$ cat src/rtl/mem_write_arbiter.sv
// Round-robin arbiter sharing one memory write port among NUM_REQ writers.
// Each grant gives a single write strobe, followed by GAP_CYCLES idle cycles.
module mem_write_arbiter #(
  parameter  int DATA_WIDTH = 32,
  parameter  int ADDR_WIDTH = 5,
  parameter  int NUM_REQ    = 4,
  parameter  int GAP_CYCLES = 1,
  localparam int ID_WIDTH   = ($clog2(NUM_REQ) < 1) ? 1 : $clog2(NUM_REQ)
) (
  input  logic                          clk,
  input  logic                          rst_n,
  input  logic [NUM_REQ-1:0]            req,
  input  logic [NUM_REQ*ADDR_WIDTH-1:0] req_addr,
  input  logic [NUM_REQ*DATA_WIDTH-1:0] req_data,
  output logic [NUM_REQ-1:0]            ack,
  output logic                          mem_write_en,
  output logic [ADDR_WIDTH-1:0]         mem_write_address,
  output logic [DATA_WIDTH-1:0]         mem_write_data,
  output logic [ID_WIDTH-1:0]           grant_id,
  output logic                          busy
);

  localparam int         GAP_LOAD_I = (GAP_CYCLES > 0) ? GAP_CYCLES - 1 : 0;
  localparam logic [3:0] GAP_LOAD   = GAP_LOAD_I[3:0];

  typedef enum logic [1:0] {IDLE, WRITE, GAP} state_t;

  state_t              state;
  logic [ID_WIDTH-1:0] rr_ptr;
  logic [3:0]          gap_cnt;

  logic                  win_found;
  logic [ID_WIDTH-1:0]   win_id;
  logic [ID_WIDTH-1:0]   win_next;
  logic [NUM_REQ-1:0]    win_onehot;
  logic [ADDR_WIDTH-1:0] win_addr;
  logic [DATA_WIDTH-1:0] win_data;

  // Winner is the first requester found scanning upward from rr_ptr with wrap.
  always_comb begin
    int idx;
    int nxt;
    win_found  = 1'b0;
    win_id     = '0;
    win_next   = '0;
    win_onehot = '0;
    win_addr   = '0;
    win_data   = '0;
    idx        = 0;
    nxt        = 0;
    for (int i = 0; i < NUM_REQ; i++) begin
      idx = int'(rr_ptr) + i;
      if (idx >= NUM_REQ) idx = idx - NUM_REQ;
      if (!win_found && req[idx]) begin
        win_found       = 1'b1;
        win_id          = idx[ID_WIDTH-1:0];
        nxt             = (idx == NUM_REQ - 1) ? 0 : idx + 1;
        win_next        = nxt[ID_WIDTH-1:0];
        win_onehot[idx] = 1'b1;
        win_addr        = req_addr[idx*ADDR_WIDTH +: ADDR_WIDTH];
        win_data        = req_data[idx*DATA_WIDTH +: DATA_WIDTH];
      end
    end
  end

  always_ff @(posedge clk) begin
    if (!rst_n) begin
      state             <= IDLE;
      rr_ptr            <= '0;
      gap_cnt           <= '0;
      ack               <= '0;
      mem_write_en      <= 1'b0;
      mem_write_address <= '0;
      mem_write_data    <= '0;
      grant_id          <= '0;
      busy              <= 1'b0;
    end else begin
      case (state)
        IDLE: begin
          if (win_found) begin
            state             <= WRITE;
            rr_ptr            <= win_next;
            grant_id          <= win_id;
            ack               <= win_onehot;
            mem_write_en      <= 1'b1;
            mem_write_address <= win_addr;
            mem_write_data    <= win_data;
            busy              <= 1'b1;
          end
        end
        WRITE: begin
          ack          <= '0;
          mem_write_en <= 1'b0;
          // Address/data stay on the bus until the next grant.
          if (GAP_CYCLES == 0) begin
            state <= IDLE;
            busy  <= 1'b0;
          end else begin
            state   <= GAP;
            gap_cnt <= GAP_LOAD;
            busy    <= 1'b1;
          end
        end
        GAP: begin
          if (gap_cnt == 4'd0) begin
            state <= IDLE;
            busy  <= 1'b0;
          end else begin
            gap_cnt <= gap_cnt - 4'd1;
          end
        end
        default: begin
          state        <= IDLE;
          ack          <= '0;
          mem_write_en <= 1'b0;
          busy         <= 1'b0;
        end
      endcase
    end
  end

endmodule

$ cat config.mk
export PLATFORM = sky130hd
export DESIGN_NAME = mem_write_arbiter
export DESIGN_NICKNAME = d
export VERILOG_FILES = /design/src/rtl/mem_write_arbiter.sv
export SDC_FILE = /design/constraint.sdc
export NUM_CORES = 1
export LEC_CHECK = 0
export ABC_AREA = 1
export CAP_MARGIN = 20
export CORE_MARGIN = 1.5
export CORE_UTILIZATION = 35
export CTS_CLUSTER_SIZE = 10
export DETAILED_ROUTE_END_ITERATION = 8
export GPL_ROUTABILITY_DRIVEN = 0
export PLACE_DENSITY_LB_ADDON = 0.25
export SLEW_MARGIN = 20
export SYNTH_ARGS = -nofsm -noshare
export SYNTH_HDL_FRONTEND = slang
export SYNTH_SLANG_ARGS = --single-unit
$ cat constraint.sdc
create_clock -name clk -period 4.85 [get_ports clk]
set_input_delay 0.97 -clock clk [delete_from_list [all_inputs] [get_ports clk]]
set_output_delay 0.97 -clock clk [all_outputs]
set_load 0.02 [all_outputs]
==> impl_summary.txt, run 1 <==
----------------------------------------------------
[Power]
  Switching part of the total power ... 58.6%
  Int Pwr ... 0.00247 W
  Power share of the clock group ... 6.3%
  Combinational share of power ... 81.7%
  Worst vdd rail ir drop ... 0.000340 V
  Net switching component of the power ... 0.00349 W
  Sequential share of power ... 12.0%
  Leakage Power ... 4.42 nW
  Power density normalized to cell area ... 602 nW/um^2

[Routing]
  Overall via count from detail_route ... 10300
  Final routed DRC violation total ... 0
  Starting DRT DRC Count ... 897
  Total Wirelength ... 30200 um
  Number of vias per cell ... 5.47
  Drt wl/cell ... 16.0 um
  Number of nets with antenna violations after routing ... 0
  Total iterations of the first detailed-routing run ... 8

[Die]
  Count of pins on the block boundary ... 199
  Die area ... 23100 sq um
  Std cell rows ... 54
  DIE WIDTH ... 152 um
  Effective utilization at floorplan ... 35.7%
  Die height ... 152 um
  Core Region ... 21800 sq um

[Logic synthesis]
  Area of the mapped netlist ... 7790 sq um
  Distinct cell type count after synthesis ... 41
  Number of synthesized flops with an enable pin ... 0
  Number of storage elements in the synthesis netlist ... 53
  Share of synthesized registers carrying an async set or reset ... 0%
  Net count after synthesis ... 1656
  Yosys warnings ... 0
  Synth Instances ... 1486
  Sequential area share after synthesis ... 13.6%
  Syn avg cell area ... 5.24 sq um
  Most frequently used flop master after synthesis ... dfxtp_1

[Critical path]
  Critical Path Stages ... 14
  FF-to-FF setup slack ... 1.32 ns
  Data required, critical path ... 5.07 ns
  Type of element launching the critical path ... flip-flop
  Sum of buffers and inverters on the critical path ... 3
  Ordered list of cells on the worst path ... buf_12 > ha_1 > nand2_1 > buf_4 > nor2_1 > fa_1 > inv_1 > nor3_1 > nand3_1 > nand2_1 > nand2_1 > nand3_1 > nand2_1 > a21oi_1
  Max Fanout on Critical Path ... 230
  Endpoint of the most critical register-to-register path ... mem_write_address[4]
  R2R cell count ... 14
  Category of the worst setup path capture point ... flip-flop
  Cell family with most CP delay ... adder cells
  Cell with the largest stage delay on the worst path ... fa_1
  Most used cell along the critical path ... nand2_1
  Worst Setup Path Type ... reg -> reg
  CP max stage delay ... 0.60 ns
  Worst reg2reg startpoint ... rr_ptr[0]
  Crit path DAT ... 3.75 ns

[STA]
  Setup skew after layout ... 0.00806 ns
  Share of the clock period used by the worst path after layout ... 72.8%
  Worst hold slack across all endpoints ... 0.464 ns
  Pin slew with the least headroom to its limit ... 0.927 ns
  Summed negative setup slack over all endpoints ... 0 ns
  Number of max-slew violations in the final report ... 0
  Min Tclk post-route ... 3.53 ns
  Final number of setup-violating endpoints ... 0
  Unrepaired setup endpoints after global routing ... false
  Fin. Hold Viols ... 0
  Max Freq ... 283 MHz
  Max_slew headroom ... 38.2%

[Clocking]
  Number of buffers added for setup after CTS ... 0
  CTS tree ... yes
  Count of clock tree sinks ... 53
  Post-CTS clock slew at the launch and capture registers of the worst setup and hold paths ... 0.07 ns
  Hold Buf Count CTS ... 0
  Bufs on Longest Clock Path ... 2
  Post-cts sizing count ... 0
  Number of CTS-inserted buffers ... 5
  Root buffer cell ... clkbuf_16
  H-tree depth reported by CTS ... 2
  Skew-Pair Late Insertion Delay ... 0.30 ns

[Min path]
  Hold Path Cell Cnt ... 2
  Hold crit path type ... reg -> reg
  Startpoint of the lowest-slack hold path ... gap_cnt[1]
  WHS Endpoint ... gap_cnt[1]

[Finish]
  Total inserted antenna cells ... 0
  Layout area overhead ... 27.1%
  Filler cell count in the final layout ... 2375
  Layout Nets ... 1772
  Area used by multi-input combinational logic ... 5640 sq um
  Util after Layout ... 45.3%
  Fraction of final layout cells with drive strength greater than 1 ... 3.12%
  Sequential Area ... 1070 sq um

[Run]
  Number of maximum-capacitance violations ... 0

[GRT]
  Overflow left after global routing ... 0
  Total Routing Usage GR ... 25.1%
  Initial antenna violation count ... 2
  Global-route wire length before repair ... 48300 um
  Largest net degree at the start of global routing ... 231
  Via count of the first global-routing pass ... 9575

[Placed design]
  Placed wire-length estimate ... 21500 um
  Number of input and output port buffers inserted ... 198

[Outcome]
  Status ... finished, final reports clean

----------------------------------------------------
logic make-up (layout without fill, tap and decap cells):
group | count (synthesis) | count (layout) | synth area share [%]
and+or+nand+nor | 666 | 666 | 34.4
adders and majority gates | 16 | 16 | 2.67
AOI/OAI and AO/OA | 474 | 474 | 32.7
buffers and inverters | 257 | 374 | 14.2
muxes | 16 | 16 | 2.06
DFF | 53 | 53 | 13.6
xor gates and xnor gates | 4 | 4 | 0.450
final cells by class:
cell class	instances	share of cell area [%]
Clock inverter	1	0.0759
Tap cell	280	3.54
Multi-Input combinational cell	1176	57.0
Clock buffer	7	1.44
Inverter	150	5.69
Timing Repair Buffer	216	21.5
Sequential cell	53	10.8
metal layers:
| metal | share of wire [%] | GRT usage [%] | vias to the layer above |
|---|---|---|---|
| met5 | 0.036 | 0 | - |
| li1 | - | - | 5173 |
| met4 | 2.4 | 7.35 | 2 |
| met3 | 8.6 | 4.52 | 55 |
| met2 | 46 | 42.0 | 481 |
| met1 | 43 | 33.0 | 4595 |
per-stage QoR:
step | worst slack (ns) | power, W | instance area [sq um] | instances
6_report | 1.32 | 0.00596 | 9890 | 1883
5_1_grt | 1.09 | 0.00657 | 9890 | 1883
4_1_cts | 1.49 | 0.00589 | 9890 | 1883
3_5_place_dp | 1.44 | 0.00550 | 9740 | 1875
3_3_place_gp | 1.48 | 0.00546 | 9740 | 1875
2_1_floorplan | 1.16 | 0.00422 | 7790 | 1486
cell usage in the layout (no fill, tap or decap), types with 2 or more instances in the layout:
cell               n
o21ai_1           34
nor2_1           142
inv_1            141
o21ai_0          250
o21ai_2            2
nor2_2             2
nand2_1          408
nand4_1            4
a31oi_1           17
ha_1              14
buf_4             17
dfxtp_1           51
nand3_1           88
o211ai_1          16
o22ai_1           42
clkdlybuf4s50_1  197
o31ai_1            2
xor2_1             2
nand2_2            5
a21oi_1           93
a211oi_1          10
clkbuf_16          5
mux2i_1           16
o21bai_1           3
inv_2              8
xnor2_1            2
nor3_1             9
nand3b_1           2
registers in the layout, indices dropped and copies added, names as in the netlist:
name / flops
gap_cnt: 4
mem_write_address: 5
grant_id: 2
rr_ptr: 2
mem_write_en: 1
state: 2
mem_write_data: 32
busy: 1
ack: 4
cell usage after synthesis, types with 9 or more instances:
library cell / instances / area share [%]
nand2_1: 408 / 20
o21ai_0: 250 / 16
nor2_1: 144 / 6.9
inv_1: 142 / 6.8
a21oi_1: 93 / 6.0
nand3_1: 88 / 5.7
dfxtp_1: 53 / 14
clkbuf_1: 47 / 2.3
buf_2: 42 / 2.7
o22ai_1: 42 / 3.4
o21ai_1: 35 / 2.2
a31oi_1: 17 / 1.4
mux2i_1: 16 / 2.1
o211ai_1: 16 / 1.5
ha_1: 15 / 2.4
a211oi_1: 10 / 0.96
buf_6: 9 / 1.3
nor3_1: 9 / 0.58
worst register-to-register path: stages, from the launching register on:
cell     delay (ns)
dfxtp_4        0.36
buf_12         0.26
ha_1           0.61
nand2_1        0.08
buf_4          0.37
nor2_1         0.14
fa_1           0.60
inv_1          0.10
nor3_1         0.40
nand3_1        0.12
nand2_1        0.08
nand2_1        0.04
nand3_1        0.09
nand2_1        0.05
a21oi_1        0.14
worst max-delay path by stage:
stage,endpoint,startpoint,slack [ns]
finish,mem_write_address[4],rr_ptr[0],1.32
global route,mem_write_address[4],rr_ptr[1],1.09
CTS,mem_write_address[4],rr_ptr[1],1.49
detailed placement,ack[0],req[1],1.44
global placement,ack[0],req[1],1.48
floorplan,mem_write_address[4],rr_ptr[1],1.16
power by group through the flow:
stage	Sequential (W)	Clock (W)	Combinational, W
3_5_place_dp	0.000721	0	0.00478
2_1_floorplan	0.000849	0	0.00337
6_report	0.000716	0.000376	0.00486
3_3_place_gp	0.000728	0	0.00474
4_1_cts	0.000715	0.000383	0.00479
5_1_grt	0.000731	0.000405	0.00544
Power figures use the tool's default switching activity.
==> inputs of run 2 (changes only) <==
==> constraint.sdc (replaced) <==
create_clock -name clk -period 3.6 [get_ports clk]
set_input_delay 0.72 -clock clk [delete_from_list [all_inputs] [get_ports clk]]
set_output_delay 0.72 -clock clk [all_outputs]
set_load 0.02 [all_outputs]
==> run 2 against run 1 <==
Clock power is 45% higher. Hold slack worse by 0.0015 ns. Largest cell class unchanged. Sequential power is 37% higher. Critical path depth stayed put. Via count is 0.18% lower. Non-clock buffer count is 7 higher. Core utilization is 0.21 points higher. Final area is 0.47% higher. Cell count is 0.37% higher. Critical path type unchanged. Combinational power is 35% higher. Routed wire length is 0.83% lower. Worst setup slack worse by 0.94 ns.
==> impl_summary.txt, run 2 (same netlist as run 1, synthesis figures left out) <==
----------------------------------------------------
[Outcome]
  Status ... finished, final reports clean

[Routing]
  Overall via count from detail_route ... 10300
  Number of vias per cell ... 5.44
  Drt wl/cell ... 15.9 um
  Total Wirelength ... 30000 um
  Total iterations of the first detailed-routing run ... 5
  Number of nets with antenna violations after routing ... 0
  Final routed DRC violation total ... 0
  Starting DRT DRC Count ... 921

[Clocking]
  Hold Buf Count CTS ... 0
  Post-cts sizing count ... 0
  H-tree depth reported by CTS ... 2
  Number of CTS-inserted buffers ... 5
  Bufs on Longest Clock Path ... 2
  Post-CTS clock slew at the launch and capture registers of the worst setup and hold paths ... 0.08 ns
  Count of clock tree sinks ... 53
  Skew-Pair Late Insertion Delay ... 0.31 ns
  CTS tree ... yes
  Number of buffers added for setup after CTS ... 0
  Root buffer cell ... clkbuf_16

[Placed design]
  Number of input and output port buffers inserted ... 198
  Placed wire-length estimate ... 21700 um
  Minimum setup slack after placement ... 0.459 ns

[Critical path]
  Worst Setup Path Type ... reg -> reg
  Data required, critical path ... 3.84 ns
  Type of element launching the critical path ... flip-flop
  Category of the worst setup path capture point ... flip-flop
  Max Fanout on Critical Path ... 31
  Cell family with most CP delay ... simple AND/OR/NAND/NOR gates
  CP max stage delay ... 0.58 ns
  Ordered list of cells on the worst path ... inv_2 > ha_1 > nand2_1 > buf_4 > nor2_1 > fa_1 > inv_1 > nor3_1 > nand3_1 > nand2_1 > nand2_1 > nand3_1 > nand2_1 > a21oi_1
  Crit path DAT ... 3.46 ns
  Cell with the largest stage delay on the worst path ... fa_1
  Sum of buffers and inverters on the critical path ... 3
  Most used cell along the critical path ... nand2_1

[Power]
  Worst vdd rail ir drop ... 0.000426 V
  Power density normalized to cell area ... 813 nW/um^2
  Switching part of the total power ... 58.7%
  Combinational share of power ... 81.1%
  Int Pwr ... 0.00334 W
  Leakage Power ... 4.44 nW
  Power share of the clock group ... 6.7%
  Net switching component of the power ... 0.00474 W
  Sequential share of power ... 12.2%

[Finish]
  Fraction of final layout cells with drive strength greater than 1 ... 3.60%
  Sequential Area ... 1070 sq um
  Commonest cells after routing, fill and taps aside ... nand2_1, o21ai_0, clkdlybuf4s50_1
  Number of flip-flops in the largest register ... 32
  Commonest non-fill, non-tap cell in the layout ... nand2_1
  Total inserted antenna cells ... 0
  Area used by multi-input combinational logic ... 5650 sq um
  Register with the most flip-flops ... mem_write_data
  Registers with the most flip-flops ... mem_write_data (32), mem_write_address (5)
  Layout Nets ... 1779
  Filler cell count in the final layout ... 2347
  Layout area overhead ... 27.7%

[STA]
  Post-route setup slack ... 0.380 ns
  Max Freq ... 311 MHz
  Min Tclk post-route ... 3.22 ns
  Number of max-slew violations in the final report ... 0
  Unrepaired setup endpoints after global routing ... false
  Pin slew with the least headroom to its limit ... 0.988 ns
  Final number of setup-violating endpoints ... 0
  Max_slew headroom ... 34.1%
  Setup skew after layout ... 0.00990 ns
  Share of the clock period used by the worst path after layout ... 89.4%
  Fin. Hold Viols ... 0
  Summed negative setup slack over all endpoints ... 0 ns

[GRT]
  Initial antenna violation count ... 1
  Overflow left after global routing ... 0
  Largest net degree at the start of global routing ... 113
  Total Routing Usage GR ... 24.9%
  Global-route wire length before repair ... 47800 um
  Via count of the first global-routing pass ... 9245

[Die]
  Core Region ... 21800 sq um
  DIE WIDTH ... 152 um
  Die height ... 152 um
  Std cell rows ... 54
  Die area ... 23100 sq um
  Count of pins on the block boundary ... 199
  Effective utilization at floorplan ... 35.7%

[Run]
  Number of maximum-capacitance violations ... 0

[Min path]
  Hold crit path type ... reg -> reg

----------------------------------------------------
-- run 2: metrics by stage --
| stage | power, W | util, % | instance area [sq um] | hold slack, ns | instances |
|---|---|---|---|---|---|
| global placement | 0.00736 | 44.9 | 9790 | 0.453 | 1882 |
| finish | 0.00808 | 45.6 | 9940 | 0.462 | 1890 |
| floorplan | 0.00569 | - | 7790 | 0.440 | 1486 |
| detailed placement | 0.00743 | 44.9 | 9790 | 0.454 | 1882 |
| CTS | 0.00800 | 45.6 | 9940 | 0.466 | 1890 |
| global route | 0.00887 | 45.6 | 9940 | 0.493 | 1890 |
-- run 2: power by group through the flow --
stage,sequential [W],clock (W),combinational (W)
4_1_cts,0.000982,0.000554,0.00647
3_3_place_gp,0.000997,0,0.00637
5_1_grt,0.00101,0.000575,0.00729
2_1_floorplan,0.00114,0,0.00454
6_report,0.000983,0.000545,0.00655
3_5_place_dp,0.000989,0,0.00644
-- run 2: routing by layer --
metal / global-route usage (%) / vias to the layer above / wire length [um]
li1: - / 5185 / -
met3: 4.04 / 41 / 2500
met5: 0 / - / 0
met4: 6.66 / 0 / 566
met1: 33.8 / 4547 / 13400
met2: 40.9 / 514 / 13500
-- run 2: final cells by class --
| type | count | area share [%] |
|---|---|---|
| clock inverter | 3 | 0.264 |
| inverter | 150 | 5.66 |
| multi-input combinational | 1176 | 56.8 |
| sequential | 53 | 10.7 |
| timing repair buffer | 223 | 21.8 |
| tap | 280 | 3.52 |
| clock buffer | 5 | 1.26 |
-- run 2: worst paths after layout --
kind / depth (start not counted) / from / slack, ns / to
setup / recovery: 14 / rr_ptr[0] / 0.38 / mem_write_address[4]
hold / removal: 2 / gap_cnt[1] / 0.46 / gap_cnt[1]
setup reg to reg: 14 / rr_ptr[0] / 0.38 / mem_write_address[4]
hold reg to reg: 2 / gap_cnt[1] / 0.46 / gap_cnt[1]
-- run 2: worst min-delay path, cell delays in order (launching register included) --
cell and delay (ns):
dfxtp_1 0.31, nand2_1 0.06, a21oi_1 0.05
